**src/rtl/alu_control_if.sv**
```systemverilog
// Decode bus between the main control unit / instruction fields and the
// ALU control decoder. master drives the decode request, slave returns the ALU op.
interface alu_control_if #(
  parameter int CTRL_W = 4
);
  logic [1:0]        ALUOp;
  logic [6:0]        funct7;
  logic [2:0]        funct3;
  logic [CTRL_W-1:0] ALUCtrl;
  logic              illegal;

  modport master (
    output ALUOp,
    output funct7,
    output funct3,
    input  ALUCtrl,
    input  illegal
  );

  modport slave (
    input  ALUOp,
    input  funct7,
    input  funct3,
    output ALUCtrl,
    output illegal
  );
endinterface

```
**src/rtl/alu_control.sv**
```systemverilog
// RV32I ALU control decoder: maps ALUOp class plus funct3/funct7 to a 4-bit ALU op,
// registered with one cycle of latency, and flags funct encodings that are not legal RV32I.
module alu_control #(
  parameter int CTRL_W = 4
) (
  input  logic         clk,
  input  logic         rst_n,
  alu_control_if.slave bus
);

  localparam logic [CTRL_W-1:0] OP_ADD  = 4'b0000;
  localparam logic [CTRL_W-1:0] OP_SUB  = 4'b0001;
  localparam logic [CTRL_W-1:0] OP_SLL  = 4'b0010;
  localparam logic [CTRL_W-1:0] OP_SLT  = 4'b0011;
  localparam logic [CTRL_W-1:0] OP_SLTU = 4'b0100;
  localparam logic [CTRL_W-1:0] OP_XOR  = 4'b0101;
  localparam logic [CTRL_W-1:0] OP_SRL  = 4'b0110;
  localparam logic [CTRL_W-1:0] OP_SRA  = 4'b0111;
  localparam logic [CTRL_W-1:0] OP_OR   = 4'b1000;
  localparam logic [CTRL_W-1:0] OP_AND  = 4'b1001;

  localparam logic [6:0] F7_BASE = 7'b0000000;
  localparam logic [6:0] F7_ALT  = 7'b0100000;

  logic [CTRL_W-1:0] ctrl_d;
  logic              illegal_d;
  logic              f7_base;
  logic              f7_alt;

  assign f7_base = (bus.funct7 == F7_BASE);
  assign f7_alt  = (bus.funct7 == F7_ALT);

  always_comb begin
    ctrl_d    = OP_ADD;
    illegal_d = 1'b0;
    unique case (bus.ALUOp)
      2'b00: ctrl_d = OP_ADD;
      2'b01: ctrl_d = OP_SUB;
      2'b10: begin
        // On illegal encodings funct7[5] still picks the alternate op for 000/101.
        unique case (bus.funct3)
          3'b000: ctrl_d = bus.funct7[5] ? OP_SUB : OP_ADD;
          3'b001: ctrl_d = OP_SLL;
          3'b010: ctrl_d = OP_SLT;
          3'b011: ctrl_d = OP_SLTU;
          3'b100: ctrl_d = OP_XOR;
          3'b101: ctrl_d = bus.funct7[5] ? OP_SRA : OP_SRL;
          3'b110: ctrl_d = OP_OR;
          3'b111: ctrl_d = OP_AND;
        endcase
        illegal_d = !(f7_base || f7_alt) ||
                    (f7_alt && (bus.funct3 != 3'b000) && (bus.funct3 != 3'b101));
      end
      2'b11: begin
        // funct7 is immediate data for everything except the shifts.
        unique case (bus.funct3)
          3'b000: ctrl_d = OP_ADD;
          3'b001: begin
            ctrl_d    = OP_SLL;
            illegal_d = !f7_base;
          end
          3'b010: ctrl_d = OP_SLT;
          3'b011: ctrl_d = OP_SLTU;
          3'b100: ctrl_d = OP_XOR;
          3'b101: begin
            ctrl_d    = bus.funct7[5] ? OP_SRA : OP_SRL;
            illegal_d = !(f7_base || f7_alt);
          end
          3'b110: ctrl_d = OP_OR;
          3'b111: ctrl_d = OP_AND;
        endcase
      end
    endcase
  end

  always_ff @(posedge clk or negedge rst_n) begin
    if (!rst_n) begin
      bus.ALUCtrl <= OP_ADD;
      bus.illegal <= 1'b0;
    end else begin
      bus.ALUCtrl <= ctrl_d;
      bus.illegal <= illegal_d;
    end
  end

endmodule

```
**src/flat_wrapper.sv**
```systemverilog
// flat-port wrapper written by rule: the top's interface ports become plain ports
module alu_control_flat 
#(
  parameter int CTRL_W = 4
)
  (clk, rst_n, bus_ALUOp, bus_funct7, bus_funct3, bus_ALUCtrl, bus_illegal);
  alu_control_if #(.CTRL_W(CTRL_W)) bus_i ();
  input  logic clk;
  input  logic rst_n;
  input wire logic [$bits(bus_i.ALUOp)-1:0] bus_ALUOp;
  input wire logic [$bits(bus_i.funct7)-1:0] bus_funct7;
  input wire logic [$bits(bus_i.funct3)-1:0] bus_funct3;
  output wire logic [$bits(bus_i.ALUCtrl)-1:0] bus_ALUCtrl;
  output wire logic [$bits(bus_i.illegal)-1:0] bus_illegal;
  assign bus_i.ALUOp = bus_ALUOp;
  assign bus_i.funct7 = bus_funct7;
  assign bus_i.funct3 = bus_funct3;
  assign bus_ALUCtrl = bus_i.ALUCtrl;
  assign bus_illegal = bus_i.illegal;
  alu_control #(.CTRL_W(CTRL_W)) u_core (.clk(clk), .rst_n(rst_n), .bus(bus_i));
endmodule
```
**config.mk**
```make
export PLATFORM = sky130hd
export DESIGN_NAME = alu_control_flat
export DESIGN_NICKNAME = d
export VERILOG_FILES = /design/src/rtl/alu_control_if.sv /design/src/rtl/alu_control.sv /design/src/flat_wrapper.sv
export SDC_FILE = /design/constraint.sdc
export NUM_CORES = 1
export LEC_CHECK = 0
export CORE_AREA = 2 2 39 41
export DETAILED_ROUTE_END_ITERATION = 16
export DIE_AREA = 0 0 41 43
export PLACE_DENSITY = 0.59
export SETUP_SLACK_MARGIN = 0.4
export SYNTH_ARGS = -nofsm -noshare
export SYNTH_HDL_FRONTEND = slang
export SYNTH_SLANG_ARGS = --single-unit
```
**constraint.sdc**
```tcl
create_clock -name clk -period 0.8 [get_ports clk]
set_clock_uncertainty 0.15 [all_clocks]
set_input_delay 0.16 -clock clk [delete_from_list [all_inputs] [get_ports clk]]
set_output_delay 0.16 -clock clk [all_outputs]
set_load 0.05 [all_outputs]
```
==> impl_metrics.env <==
export IMPL_outcome="finished, violations left"
export IMPL_violations="hold timing, setup timing"
export IMPL_initial_core_util_pct=21.6
export IMPL_cpLargestDelayFamily="flip-flops"
export IMPL_synth_simple_gate_area_share_pct=20.5
export IMPL_synth_xor_area_share_pct=2.93
export IMPL_cp_max_fo=1
export IMPL_synth_seq_cells=5
export IMPL_max_freq_mhz=908
export IMPL_relSlewSlack_pct=85.5
export IMPL_crit_path_start_kind="flop"
export IMPL_die_h_um=43
export IMPL_drive_above_1_share_pct=64.4
export IMPL_ioPinCount=19
export IMPL_netlist_area_um2=299
export IMPL_finalHoldViolations=5
export IMPL_grt_first_pass_wirelength_mm=1.40
export IMPL_cp_end_kind="output pin"
export IMPL_diodes=0
export IMPL_synth_fa_ha_area_share_pct=0
export IMPL_drt_total_wl_um=841
export IMPL_hold_slack_ns=-0.284
export IMPL_max_stage_delay_ns=0.40
export IMPL_slew_violations=0
export IMPL_stdcell_count=75
export IMPL_setup_violations=7
export IMPL_globalplace_congestion=0.804
export IMPL_period_share_pct=138
export IMPL_cts_max_level=1
export IMPL_drt_iter0_markers=1
export IMPL_dr_pass1_iters=2
export IMPL_cp_num_cells=1
export IMPL_cts_tree="done"
export IMPL_ant_nets=0
export IMPL_io_buffers=18
export IMPL_p_leak_nw=0.304
export IMPL_synth_compound_area_share_pct=23.4
export IMPL_setup_ws_ns=-0.302
export IMPL_syn_num_nets=44
export IMPL_ys_seq_area_share_pct=41.8
export IMPL_drt_wirelength_per_cell_um=11.2
export IMPL_grt_ovfl_total=0
export IMPL_final_cell_mix="dlygate4sd2_1, buf_12, buf_4"
export IMPL_grt_pass1_vias=347
export IMPL_chipWidth_um=41
export IMPL_clk_pin_slew_ns=0.04
export IMPL_synth_avg_cell_area_um2=9.97
export IMPL_antenna_found_initial=0
export IMPL_fillers=126
export IMPL_place_inst=68
export IMPL_grt_use_total_pct=12.4
export IMPL_cts_root_buf="clkbuf_4"
export IMPL_cts_made_buffers=3
export IMPL_rsz0062_at_grt="yes"
export IMPL_synthCells=30
export IMPL_grt_max_degree=9
export IMPL_worstMarginPinSlew_ns=0.218
export IMPL_fp_coreArea_mm2=0.00138
export IMPL_dr_total_vias=349
export IMPL_crit_type="reg2out"
export IMPL_cts_max_path_buffers=2
export IMPL_cts_sinks=5
export IMPL_min_period_ns=1.10
export IMPL_nets=74
export IMPL_ir_drop_v=0.000383
export IMPL_synth_top_family_by_area="compound AO/OA/AOI/OAI gates"
export IMPL_crit_buf_inv=1
export IMPL_synthMuxAreaShare_pct=3.35
export IMPL_drc=0
export IMPL_vias_per_cell=4.65
export IMPL_arrival_ns=0.79
export IMPL_critical_path_required_ns=0.49
export IMPL_rows=14
export IMPL_die_area_mm2=0.00176
export IMPL_drv_cap=0
export IMPL_hold_path_class="in2async"
export IMPL_power_density_mw_per_mm2=1310
export IMPL_slowest_stage="dfrtp_2"
export IMPL_ys_types=20
export IMPL_fin_tns_setup_ns=-1.73
export IMPL_yosys_warnings=0
export IMPL_path_cells="buf_12"
export IMPL_dp_hpwl_um=634
export IMPL_area_growth_pct=127
## how the worst max path moves through the flow
stage | to | from
finish | bus_ALUCtrl[0] | u_core.bus.ALUCtrl[0]
global route | bus_ALUCtrl[2] | u_core.bus.ALUCtrl[2]
CTS | bus_ALUCtrl[0] | u_core.bus.ALUCtrl[0]
detailed placement | u_core.bus.illegal | bus_funct3[2]
global placement | u_core.bus.illegal | bus_funct3[2]
floorplan | u_core.bus.illegal | bus_funct3[2]
## registers in the layout (all words and copies together) (netlist names)
name                flops
u_core.bus.illegal      1
u_core.bus.ALUCtrl      4
## Yosys cell counts
| master | instances | area [um2] |
|---|---|---|
| buf_6 | 1 | 11.3 |
| buf_2 | 1 | 5.00 |
| a211oi_1 | 1 | 7.51 |
| nor2_1 | 2 | 7.51 |
| nand4bb_1 | 1 | 11.3 |
| mux2i_1 | 1 | 10.0 |
| o32ai_1 | 1 | 8.76 |
| and3_2 | 2 | 15.0 |
| inv_1 | 2 | 7.51 |
| xor2_1 | 1 | 8.76 |
| o21ai_0 | 2 | 10.0 |
| dfrtp_1 | 5 | 125 |
| nor3b_1 | 1 | 7.51 |
| nand2_1 | 2 | 7.51 |
| o2111a_1 | 1 | 11.3 |
| nor4_1 | 1 | 6.26 |
| a32o_1 | 1 | 10.0 |
| and2_1 | 1 | 6.26 |
| o21a_1 | 2 | 15.0 |
| o211ai_1 | 1 | 7.51 |
## timing repair
action / CTS / global route
endpoints found under the setup margin: 15 / 10
hold endpoints to repair: 5 / 5
setup buffers: 3 / 0
cloned: 0 / 0
pin swaps: 8 / 3
resized for setup: 49 / 1
## report_power, final
group	leakage (nW)	internal [W]	total [W]	switching (W)
Sequential	0.0590	0.000272	0.000285	0.0000129
Clock	0.0150	0.000188	0.000288	0.0000994
Combinational	0.230	0.000176	0.000316	0.000140
Total	0.304	0.000636	0.000889	0.000253
## layer usage
layer	GRT usage, %	part of all wire, %	vias to the layer above
met3	1.57	5.7	4
met1	14.3	37	163
met2	18.1	53	11
li1	-	-	171
met4	12.0	3.7	0
met5	0	0	-
## cell type report
type	count	area, um2	share of cell area, %
Tap cell	16	20.0	2.95
Inverter	2	7.51	1.10
Clock buffer	4	26.3	3.87
Sequential cell	5	130	19.2
Timing Repair Buffer	27	305	44.9
Multi-Input combinational cell	21	190	28.0
## kinds of logic (layout without fill, tap and decap cells)
kind of cell / after synthesis / in the layout
mux: 1 / 1
flops: 5 / 5
simple gates: 10 / 10
xor+xnor: 1 / 1
compound gates: 9 / 9
buf+inv: 4 / 33
## per-stage QoR
stage                     cell area [um2]  util (%)  total power [W]  worst slack [ns]
after floorplan                       325         -         0.000408            -0.284
final                                 679      49.1         0.000889            -0.302
after detailed placement              591      42.7         0.000581            -0.763
after global placement                591      42.7         0.000579            -0.750
after global routing                  679      49.1         0.000934            -0.324
after CTS                             677      48.9         0.000901            -0.311
No activity file was read; power rests on OpenSTA's default activity.
